[src/rtl/dma_pkg.sv]
// Shared types for the dma_copier memory-to-memory copy engine.
// Holds the word/address/length types, the FSM state enum and an address-step helper.
package dma_pkg;

    typedef logic [7:0] word_t;
    typedef logic [7:0] addr_t;
    typedef logic [8:0] len_t;

    typedef enum logic [1:0] {
        IDLE  = 2'd0,
        READ  = 2'd1,
        WRITE = 2'd2,
        DONE  = 2'd3
    } dma_state_t;

    // Addresses wrap modulo 256 in either direction.
    function automatic addr_t step_addr(input addr_t a, input logic back);
        if (back) begin
            return a - 8'd1;
        end else begin
            return a + 8'd1;
        end
    endfunction

endpackage

[src/rtl/memory_if.sv]
// Requester/memory handshake bus shared by dma_copier and the memory block.
// Read data is combinational: it is valid in the same cycle as ren && ready.
interface memory_if;
    logic       ren;
    logic       wen;
    logic [7:0] addr;
    logic [7:0] wdata;
    logic [7:0] rdata;
    logic       ready;

    modport request (output ren, output wen, output addr, output wdata,
                     input rdata, input ready);
    modport memory  (input ren, input wen, input addr, input wdata,
                     output rdata, output ready);
endinterface

[src/rtl/dma_copier_buffer.sv]
// copy_buffer: DEPTH-deep word FIFO holding one burst between its read and write phases.
// next_head exposes the entry behind the head so the owner can register wdata ahead of a pop.
module copy_buffer
    import dma_pkg::*;
#(
    parameter int DEPTH = 4,
    localparam int PW = (DEPTH > 1) ? $clog2(DEPTH) : 1,
    localparam int CW = $clog2(DEPTH + 1)
) (
    input  logic          clk,
    input  logic          rst_n,
    input  logic          push,
    input  logic [7:0]    push_data,
    input  logic          pop,
    output logic [7:0]    head,
    output logic [7:0]    next_head,
    output logic [CW-1:0] count,
    output logic          empty,
    output logic          full
);

    word_t          mem_r [DEPTH];
    logic [PW-1:0]  rd_ptr_r;
    logic [PW-1:0]  wr_ptr_r;
    logic [CW-1:0]  count_r;
    logic           do_push_s;
    logic           do_pop_s;

    function automatic logic [PW-1:0] ptr_inc(input logic [PW-1:0] p);
        if (p == PW'(DEPTH - 1)) begin
            return {PW{1'b0}};
        end else begin
            return p + PW'(1'b1);
        end
    endfunction

    assign do_push_s = push && !full;
    assign do_pop_s  = pop && !empty;

    // Storage, pointers and occupancy; reset flushes everything to zero.
    always_ff @(posedge clk) begin
        if (!rst_n) begin
            rd_ptr_r <= {PW{1'b0}};
            wr_ptr_r <= {PW{1'b0}};
            count_r  <= {CW{1'b0}};
            for (int i = 0; i < DEPTH; i++) begin
                mem_r[i] <= 8'h00;
            end
        end else begin
            if (do_push_s) begin
                mem_r[wr_ptr_r] <= push_data;
                wr_ptr_r        <= ptr_inc(wr_ptr_r);
            end
            if (do_pop_s) begin
                rd_ptr_r <= ptr_inc(rd_ptr_r);
            end
            case ({do_push_s, do_pop_s})
                2'b10:   count_r <= count_r + CW'(1'b1);
                2'b01:   count_r <= count_r - CW'(1'b1);
                default: count_r <= count_r;
            endcase
        end
    end

    assign count     = count_r;
    assign empty     = (count_r == {CW{1'b0}});
    assign full      = (count_r == CW'(DEPTH));
    assign head      = empty ? 8'h00 : mem_r[rd_ptr_r];
    assign next_head = mem_r[ptr_inc(rd_ptr_r)];

endmodule

[src/rtl/dma_copier.sv]
// dma_copier: burst memory-to-memory copy engine, requester side of memory_if.
// Optional macro DMA_OVERLAP_EN enables backward copying for overlapping ranges (memmove).
module dma_copier
    import dma_pkg::*;
#(
    parameter int BURST = 4,
    localparam int CW = $clog2(BURST + 1)
) (
    input  logic         CLK,
    input  logic         nRST,
    input  logic         start,
    input  logic [7:0]   src,
    input  logic [7:0]   dst,
    input  logic [8:0]   len,
    output logic         busy,
    output logic         done,
    memory_if.request    memif
);

    dma_state_t     state_r;
    dma_state_t     next_state_s;
    addr_t          src_r;
    addr_t          dst_r;
    len_t           rem_r;
    logic           back_r;

    logic           back_s;
    addr_t          start_src_s;
    addr_t          start_dst_s;
    addr_t          next_src_s;
    addr_t          next_dst_s;
    logic           rd_fire_s;
    logic           wr_fire_s;

    word_t          buf_head_s;
    word_t          buf_next_head_s;
    logic [CW-1:0]  buf_count_s;
    logic           buf_empty_s;
    logic           buf_full_s;

    logic           ren_s;
    logic           wen_s;
    logic           busy_s;
    logic           done_s;
    addr_t          addr_s;
    word_t          wdata_s;
    logic           ren_r;
    logic           wen_r;
    logic           busy_r;
    logic           done_r;
    addr_t          addr_r;
    word_t          wdata_r;

    assign rd_fire_s = (state_r == READ)  && memif.ready;
    assign wr_fire_s = (state_r == WRITE) && memif.ready;

    copy_buffer #(.DEPTH(BURST)) u_buffer (
        .clk       (CLK),
        .rst_n     (nRST),
        .push      (rd_fire_s),
        .push_data (memif.rdata),
        .pop       (wr_fire_s),
        .head      (buf_head_s),
        .next_head (buf_next_head_s),
        .count     (buf_count_s),
        .empty     (buf_empty_s),
        .full      (buf_full_s)
    );

`ifdef DMA_OVERLAP_EN
    addr_t dist_s;
`endif

    // Direction and starting addresses for a command presented on src/dst/len.
    always_comb begin
`ifdef DMA_OVERLAP_EN
        dist_s = dst - src;
        back_s = (dist_s != 8'h00) && ({1'b0, dist_s} < len);
`else
        back_s = 1'b0;
`endif
        if (back_s) begin
            start_src_s = src + len[7:0] - 8'd1;
            start_dst_s = dst + len[7:0] - 8'd1;
        end else begin
            start_src_s = src;
            start_dst_s = dst;
        end
    end

    // Address stepping: an address only moves when its access completes.
    always_comb begin
        if (state_r == IDLE) begin
            next_src_s = start_src_s;
            next_dst_s = start_dst_s;
        end else begin
            next_src_s = rd_fire_s ? step_addr(src_r, back_r) : src_r;
            next_dst_s = wr_fire_s ? step_addr(dst_r, back_r) : dst_r;
        end
    end

    // State register.
    always_ff @(posedge CLK) begin
        if (!nRST) begin
            state_r <= IDLE;
        end else begin
            state_r <= next_state_s;
        end
    end

    // Next-state logic; ready low stalls every transition out of READ/WRITE.
    always_comb begin
        next_state_s = state_r;
        case (state_r)
            IDLE: begin
                if (start) begin
                    next_state_s = (len == 9'd0) ? DONE : READ;
                end else begin
                    next_state_s = IDLE;
                end
            end
            READ: begin
                if (rd_fire_s && (buf_count_s == CW'(BURST - 1) || rem_r == 9'd1 || buf_full_s)) begin
                    next_state_s = WRITE;
                end else begin
                    next_state_s = READ;
                end
            end
            WRITE: begin
                if (wr_fire_s && buf_count_s == CW'(1)) begin
                    next_state_s = (rem_r != 9'd0) ? READ : DONE;
                end else begin
                    next_state_s = WRITE;
                end
            end
            DONE:    next_state_s = IDLE;
            default: next_state_s = IDLE;
        endcase
    end

    // Output lookahead: values the bus and status pins take in the next state.
    always_comb begin
        ren_s  = (next_state_s == READ);
        wen_s  = (next_state_s == WRITE);
        busy_s = (next_state_s != IDLE);
        done_s = (next_state_s == DONE);
        case (next_state_s)
            READ:    addr_s = next_src_s;
            WRITE:   addr_s = next_dst_s;
            default: addr_s = 8'h00;
        endcase
        if (next_state_s == WRITE) begin
            if (state_r == WRITE) begin
                wdata_s = wr_fire_s ? buf_next_head_s : buf_head_s;
            end else begin
                // Entering WRITE: a burst of one word has its data only on rdata so far.
                wdata_s = buf_empty_s ? memif.rdata : buf_head_s;
            end
        end else begin
            wdata_s = 8'h00;
        end
    end

    // Copy progress registers.
    always_ff @(posedge CLK) begin
        if (!nRST) begin
            src_r  <= 8'h00;
            dst_r  <= 8'h00;
            rem_r  <= 9'd0;
            back_r <= 1'b0;
        end else begin
            src_r <= next_src_s;
            dst_r <= next_dst_s;
            if (state_r == IDLE) begin
                rem_r  <= len;
                back_r <= back_s;
            end else if (rd_fire_s) begin
                rem_r <= rem_r - 9'd1;
            end
        end
    end

    // Registered bus and status outputs.
    always_ff @(posedge CLK) begin
        if (!nRST) begin
            ren_r   <= 1'b0;
            wen_r   <= 1'b0;
            busy_r  <= 1'b0;
            done_r  <= 1'b0;
            addr_r  <= 8'h00;
            wdata_r <= 8'h00;
        end else begin
            ren_r   <= ren_s;
            wen_r   <= wen_s;
            busy_r  <= busy_s;
            done_r  <= done_s;
            addr_r  <= addr_s;
            wdata_r <= wdata_s;
        end
    end

    assign memif.ren   = ren_r;
    assign memif.wen   = wen_r;
    assign memif.addr  = addr_r;
    assign memif.wdata = wdata_r;
    assign busy        = busy_r;
    assign done        = done_r;

endmodule

[src/flat_wrapper.sv]
// flat-port wrapper written by rule: the top's interface ports become plain ports
module dma_copier_flat import dma_pkg::*;
#(
    parameter int BURST = 4,
    localparam int CW = $clog2(BURST + 1)
)
  (CLK, nRST, start, src, dst, len, busy, done, memif_ren, memif_wen, memif_addr, memif_wdata, memif_rdata, memif_ready);
  memory_if memif_i ();
  input  logic CLK;
  input  logic nRST;
  input  logic start;
  input  logic [7:0] src;
  input  logic [7:0] dst;
  input  logic [8:0] len;
  output logic busy;
  output logic done;
  output wire logic [$bits(memif_i.ren)-1:0] memif_ren;
  output wire logic [$bits(memif_i.wen)-1:0] memif_wen;
  output wire logic [$bits(memif_i.addr)-1:0] memif_addr;
  output wire logic [$bits(memif_i.wdata)-1:0] memif_wdata;
  input wire logic [$bits(memif_i.rdata)-1:0] memif_rdata;
  input wire logic [$bits(memif_i.ready)-1:0] memif_ready;
  assign memif_ren = memif_i.ren;
  assign memif_wen = memif_i.wen;
  assign memif_addr = memif_i.addr;
  assign memif_wdata = memif_i.wdata;
  assign memif_i.rdata = memif_rdata;
  assign memif_i.ready = memif_ready;
  dma_copier #(.BURST(BURST)) u_core (.CLK(CLK), .nRST(nRST), .start(start), .src(src), .dst(dst), .len(len), .busy(busy), .done(done), .memif(memif_i));
endmodule
[config.mk]
export PLATFORM = sky130hd
export DESIGN_NAME = dma_copier_flat
export DESIGN_NICKNAME = d
export VERILOG_FILES = /design/src/rtl/dma_pkg.sv /design/src/rtl/memory_if.sv /design/src/rtl/dma_copier_buffer.sv /design/src/rtl/dma_copier.sv /design/src/flat_wrapper.sv
export SDC_FILE = /design/constraint.sdc
export NUM_CORES = 1
export LEC_CHECK = 0
export CAP_MARGIN = 20
export CORE_ASPECT_RATIO = 0.7
export CORE_MARGIN = 2
export CORE_UTILIZATION = 50
export CTS_BUF_LIST = sky130_fd_sc_hd__clkbuf_16
export CTS_CLUSTER_DIAMETER = 60
export CTS_CLUSTER_SIZE = 40
export DETAILED_ROUTE_END_ITERATION = 10
export HOLD_SLACK_MARGIN = 0.12
export PLACE_DENSITY_LB_ADDON = 0.08
export SYNTH_ARGS = -nofsm -noshare
export SYNTH_HDL_FRONTEND = slang
export SYNTH_SLANG_ARGS = --single-unit
[constraint.sdc]
create_clock -name CLK -period 3.6 [get_ports CLK]
set_input_delay 1.08 -clock CLK [delete_from_list [all_inputs] [get_ports CLK]]
set_output_delay 1.08 -clock CLK [all_outputs]
set_load 0.02 [all_outputs]
# Yosys cells after proc, flatten, opt, wreduce, memory -nomap -nowiden

Memories as Yosys holds them, arrays and structs flattened. A register that Yosys moved wholly into a read port is not among the register bits.
Index checks and enable logic that the tools add are counted.

Memories: 1
Input bits: 37
Bits in writable memories: 32
Word-level logic and storage cells: 83
Flip-flop bits (word level): 54

Memory list:

| name                  | depth | width | rd ports | clocked after memory_dff | wr ports | line                    | RTL |
|---|---|---|---|---|---|---|---|
| u_core.u_buffer.mem_r | 4     | 8     | 2        | 1                        | 4        | dma_copier_buffer.sv:22 | `word_t mem_r [DEPTH];` |

Eq/ne operators: 14
Multiplexer cells: 29
Reduce and logical (&&, ||, !) cells: 19
Add/subtract/negate cells: 7

Operators by type and width:

| operator                                             | count |
|---|---|
| 2-to-1 mux 8 bit                                     | 9 |
| 2-to-1 mux 2 bit                                     | 10 |
| 2-to-1 mux 9 bit                                     | 2 |
| adder 8 x 1 -> 8 bit (second input constant)         | 2 |
| one-hot mux 8 bit (2 select lines)                   | 1 |
| equality test 2 bit (second input constant)          | 7 |
| equality test 9 x 1 -> 1 bit (second input constant) | 1 |
| zero test 9 bit                                      | 1 |
| nonzero test 9 bit                                   | 1 |
| subtractor 9 x 1 -> 9 bit (second input constant)    | 1 |
| one-hot mux 2 bit (4 select lines)                   | 1 |
| OR reduction 8 bit                                   | 1 |
| equality test 2 x 1 -> 1 bit (second input constant) | 3 |
| logical AND 1 bit                                    | 6 |
| one-hot mux 3 bit (2 select lines)                   | 1 |
| nonzero test 2 bit                                   | 3 |
| 2-to-1 mux 1 bit                                     | 5 |
| adder 2 x 1 -> 2 bit (second input constant)         | 2 |
| adder 3 x 1 -> 3 bit (second input constant)         | 1 |
| equality test 3 x 1 -> 1 bit (second input constant) | 1 |
| equality test 3 x 2 -> 1 bit (second input constant) | 1 |
| equality test 3 bit (second input constant)          | 1 |
| zero test 3 bit                                      | 1 |
| subtractor 3 x 1 -> 3 bit (second input constant)    | 1 |
| other kinds (4)                                      | 6 |

# Logic depth before layout (Yosys ltp)

Word-level depth: 8
Depth in mapped cells: 11

# By module

From an unflattened synthesis, not the netlist that was laid out.

Cell total of the unflattened synthesis: 435
Area total of the unflattened synthesis: 4,559.4 um^2

Modules (own cells, without submodules):

| module      | cells each | seq. area each (um^2) | instances | area an instance (um^2) |
|---|---|---|---|---|
| dma_copier  | 286        | 940.9                 | 1         | 2,423.6 |
| copy_buffer | 149        | 1,141.1               | 1         | 2,135.8 |

# Worst setup path after synthesis

OpenSTA, ideal clock, no wires.

Kind: input port to flip-flop
Start: in memif_ready
End: reg u_core.addr_r[2] (netlist: u_core.memif.addr[2])
Cell stages on the path: 9
Required time: 3,526 ps
Path slack: 732 ps
Arrival: 2,793 ps
Path through: buf_4 > and3b_1 > buf_4 > a211o_1 > ha_1 > nor2b_1 > nand2_1 > a211o_1 > o21ai_0

Cells in the longest elaborated chain, start to end: 6
Elaborated cells on any way between the ends: 14
Those cells by class: eq/ne: 2; mux: 8; reduce/logical: 4

RTL lines:

| element                                                             | line                                 | RTL |
|---|---|---|
| start, declared                                                     | flat_wrapper.sv:22                   | `input wire logic [$bits(memif_i.ready)-1:0] memif_ready;` |
| logical AND 1 bit, on equally long branches                         | dma_copier.sv:55, dma_copier.sv:54   |  |
| logical AND 1 bit, on equally long branches                         | dma_copier.sv:130, dma_copier.sv:123 |  |
| 2-to-1 mux 2 bit, on equally long branches                          | dma_copier.sv:130, dma_copier.sv:123 |  |
| one-hot mux 2 bit (4 select lines)                                  | dma_copier.sv:114                    | `case (state_r)` |
| equality test 2 bit or equality test 2 x 1 -> 1 bit (tied branches) | dma_copier.sv:147                    | `case (next_state_s)` |
| one-hot mux 8 bit (2 select lines) (*)                              | dma_copier.sv:147                    |  |
| end signal, assigned                                                | dma_copier.sv:197                    | `addr_r <= addr_s;` |
| end, declared                                                       | dma_copier.sv:51                     | `addr_t addr_r;` |

Every way passes the cells marked *; elsewhere a longest branch is shown, timed or not.
A chain may end at the register's enable or synchronous reset.

# Worst setup path in the final report

Start: in len[1]
End: reg u_core.addr_r[2] (netlist: u_core.memif.addr[2])

Cells in the longest elaborated chain, start to end: 6
Elaborated cells on any way between the ends: 7
Those cells by class: eq/ne: 2; mux: 4; reduce/logical: 1

RTL lines:

| element                                                             | line               | RTL |
|---|---|---|
| start, declared                                                     | flat_wrapper.sv:14 | `input logic [8:0] len;` |
| zero test 9 bit (*)                                                 | dma_copier.sv:117  | `next_state_s = (len == 9'd0) ? DONE : READ;` |
| 2-to-1 mux 2 bit (*)                                                | dma_copier.sv:117  |  |
| 2-to-1 mux 2 bit (*)                                                | dma_copier.sv:116  | `if (start) begin` |
| one-hot mux 2 bit (4 select lines) (*)                              | dma_copier.sv:114  |  |
| named net u_core.next_state_s[1]                                    | dma_copier.sv:21   | `dma_state_t next_state_s;` |
| equality test 2 bit or equality test 2 x 1 -> 1 bit (tied branches) | dma_copier.sv:147  |  |
| one-hot mux 8 bit (2 select lines) (*)                              | dma_copier.sv:147  |  |

The timed path passes the listed nets; every way through them passes the cells marked *.

==> flow_metrics.tcl <==
set metrics [dict create \
    synthTopCellsByArea "dfxtp_1, edfxtp_1, mux4_2" \
    grt_pass1_vias 3331 \
    fmax_mhz 332 \
    rsz0062_at_grt "false" \
    grt_pass1_wl_mm 17.2 \
    power_per_cell_area_mw_per_mm2 439 \
    routed-via-count 3547 \
    worstSetupStartpoint "len[1]" \
    maxSlewHeadroom_pct 51.1 \
    endpoint "u_core.memif.addr[2]" \
    die_w_um 117 \
    m1WireLength_mm 5.07 \
    status "finished, final reports clean" \
    cts.repair.resized 0 \
    slew_viol_final 0 \
    postSynthCellCount 424 \
    post-place-ws_ns 0.246 \
    ys_ff_latch 88 \
    postLayoutSetupSlackWorst_ns 0.591 \
    synth_edf_count 32 \
    hpwl_mm 7.74 \
    r2r_slack_ns 0.81 \
    cts_tree "done" \
    fillCellCount 713 \
    max_cap_viol_count 0 \
    postRouteAntennaNets 0 \
    ys_async_sr_fraction_pct 0 \
    row_count 28 \
    reg2reg_from "u_core.rem_r[0]" \
    drive_above_1_share_pct 12.3 \
    cts.sinks 88 \
    portBuffers 56 \
    multi_input_area_mm2 0.00226 \
    p_leak_nw 2.05 \
    cp_max_fo 6 \
    critPathKind "input pin to flop" \
    finalWirelength_mm 10.8 \
    ys_seq_area_share_pct 46.3 \
    routedWlPerCell_um 17.8 \
    antenna_found_initial 0 \
    synth.largest_area_cell "dfxtp_1" \
    synth_cell_type_count 70 \
    regArea_mm2 0.00208 \
    die_y_um 83.3 \
    diodes 0 \
    syn_area_mm2 0.00450 \
    routed-wl-met3_um 904 \
    wl_met2_mm 4.79 \
    hold_viol 0 \
    track_usage_pct 22.5 \
    clk_latency_ns 0.34 \
    drc 0 \
    final_nets 537 \
    first_pass_iters 5 \
    post_cts_buffers 0 \
    setup_tns_ns 0 \
    clockBufferDepth 2 \
    yosysWarningCount 0 \
    critPathCaptureType "flop" \
    start_util_pct 52.4 \
    finalCriticalPeriod_ns 3.01 \
    tightest_slew_ns 0.731 \
    rr_worst_depth 9 \
    area_growth_pct 22.1 \
    grt_max_degree 29 \
    num_io_pins 57 \
    crit_arrival_ns 3.28 \
    worstPathRequired_ns 3.87 \
    place.gp.congestion 0.857 \
    synth_top_cell_area_share_pct 24.9 \
    hp-class "flop to flop" \
    setup_violations 0 \
    clockRootBuffer "clkbuf_16" \
    h-tree-depth 3 \
    top_layer "met4" \
    clk_pin_slew_ns 0.06 \
    syn_area_per_cell_um2 10.6 \
    design.core.area_mm2 0.00858 \
    r2r-end "u_core.memif.addr[2]" \
    cts_buffers 9 \
    clock-skew-final_ns 0.00806 \
    synth_ff_type "dfxtp_1" \
    finalCritPeriodShare_pct 83.6 \
    irDropWorstVdd_v 0.000270 \
    drtIter0Drc 422 \
    syn-num-nets 478 \
    die_area_mm2 0.00978 \
    start_kind "input pin" \
    grt_overflow 0 \
    cts_hold_buf 0 \
    vias_per_cell 5.83 \
]
critical path, stage by stage:
cell and delay [ns]:
clkdlybuf4s50_1 0.42, nor4_1 0.44, nand3_1 0.18, nand3_1 0.15
ha_1 0.24, nor2b_1 0.21, nand2_1 0.21, a211o_1 0.27
o21ai_0 0.06
per-stage QoR:
stage	instances	hold WS, ns	utilization, %	total power [W]	area, µm²
6_report	608	0.517	63.9	0.00241	5490
5_1_grt	608	0.540	63.9	0.00250	5490
2_1_floorplan	424	0.475	-	0.00136	4500
4_1_cts	608	0.514	63.9	0.00242	5490
3_5_place_dp	592	0.505	60.5	0.00149	5190
3_3_place_gp	592	0.498	60.5	0.00148	5190
cell usage in the layout, fill, tap and decap left out, types with 3 or more instances in the layout:
| cell | synthesis | layout |
|---|---|---|
| o211ai_1 | 5 | 5 |
| and3_1 | 4 | 4 |
| clkbuf_16 | 0 | 9 |
| o21ai_0 | 16 | 16 |
| o21a_1 | 8 | 8 |
| buf_4 | 2 | 13 |
| xor2_1 | 3 | 3 |
| nand2b_1 | 5 | 5 |
| ha_1 | 17 | 17 |
| nor3b_1 | 3 | 3 |
| mux2i_1 | 4 | 4 |
| nand4_1 | 3 | 3 |
| a31oi_1 | 7 | 7 |
| clkdlybuf4s50_1 | 0 | 56 |
| edfxtp_1 | 32 | 32 |
| a211oi_1 | 3 | 3 |
| inv_1 | 10 | 11 |
| nor2b_1 | 6 | 6 |
| o22ai_1 | 6 | 6 |
| nor2_1 | 34 | 34 |
| mux4_2 | 16 | 16 |
| or3_1 | 4 | 4 |
| a22oi_1 | 9 | 9 |
| nand3_1 | 10 | 10 |
| dfxtp_1 | 56 | 56 |
| a21oi_1 | 16 | 16 |
| nand2_1 | 33 | 33 |
| nor3_1 | 7 | 7 |
| and2_1 | 35 | 35 |
| clkinvlp_4 | 0 | 4 |
area by class of cell:
cell class / instances / share of cell area (%)
clock buffer: 9 / 4.10
multi-input combinational: 304 / 41.2
tap: 120 / 2.74
timing repair buffer: 69 / 12.0
inverter: 11 / 0.752
clock inverter: 7 / 1.32
sequential: 88 / 37.9
cells in the mapped netlist, drive strengths merged (3+ instances only):
| library cell | number |
|---|---|
| a211oi | 4 |
| a21oi | 16 |
| a22oi | 9 |
| a31oi | 7 |
| and2 | 35 |
| and3 | 4 |
| buf | 19 |
| dfxtp | 56 |
| edfxtp | 32 |
| ha | 17 |
| inv | 11 |
| mux2i | 4 |
| mux4 | 16 |
| nand2 | 33 |
| nand2b | 5 |
| nand3 | 11 |
| nand3b | 4 |
| nand4 | 4 |
| nor2 | 35 |
| nor2b | 6 |
| nor3 | 7 |
| nor3b | 4 |
| o211ai | 5 |
| o21a | 8 |
| o21ai | 17 |
| o22ai | 7 |
| or3 | 4 |
| or4 | 3 |
| xor2 | 3 |
where the power goes:
part	switching (W)	internal [W]	total (W)
Combinational	0.000179	0.000160	0.000339
Sequential	0.0000481	0.00109	0.00114
Clock	0.000394	0.000537	0.000932
Total	0.000621	0.00179	0.00241
state kept, by name (all words and copies together), names as in the netlist, named ones only:
signal and count:
u_core.busy 1, u_core.u_buffer.mem_r 32, u_core.dst_r 8, u_core.state_r 2, u_core.src_r 8, u_core.memif.ren 1
u_core.memif.addr 8, u_core.rem_r 9, u_core.u_buffer.wr_ptr_r 2, u_core.u_buffer.count 3, u_core.memif.wen 1, u_core.done 1
u_core.memif.wdata 8, u_core.u_buffer.rd_ptr_r 2
routing by layer:
layer | vias to the layer above | track usage (%)
met5 | - | 0
met1 | 1704 | 32.4
li1 | 1698 | -
met3 | 6 | 6.39
met2 | 139 | 34.2
met4 | 0 | 4.38
worst min-delay path by stage:
stage	cells after the start	endpoint	start
after CTS	2	u_core.rem_r[3]	u_core.rem_r[3]
after floorplan	2	u_core.rem_r[3]	u_core.rem_r[3]
after global placement	2	u_core.rem_r[3]	u_core.rem_r[3]
final	2	u_core.rem_r[3]	u_core.rem_r[3]
after global routing	2	u_core.rem_r[3]	u_core.rem_r[3]
after detailed placement	2	u_core.rem_r[3]	u_core.rem_r[3]
cells by family (layout without fill, tap and decap cells):
logic type / count (synthesis) / after routing / synth area share [%]
and+or+nand+nor: 167 / 167 / 20.9
AOI/OAI and AO/OA: 94 / 94 / 14.4
DFF: 88 / 88 / 46.3
buffers and inverters: 32 / 96 / 3.45
muxes: 21 / 21 / 9.16
adders and majority gates: 17 / 17 / 4.73
xor gates and xnor gates: 5 / 5 / 0.974
Note: power is estimated with default switching activity, not from simulation.
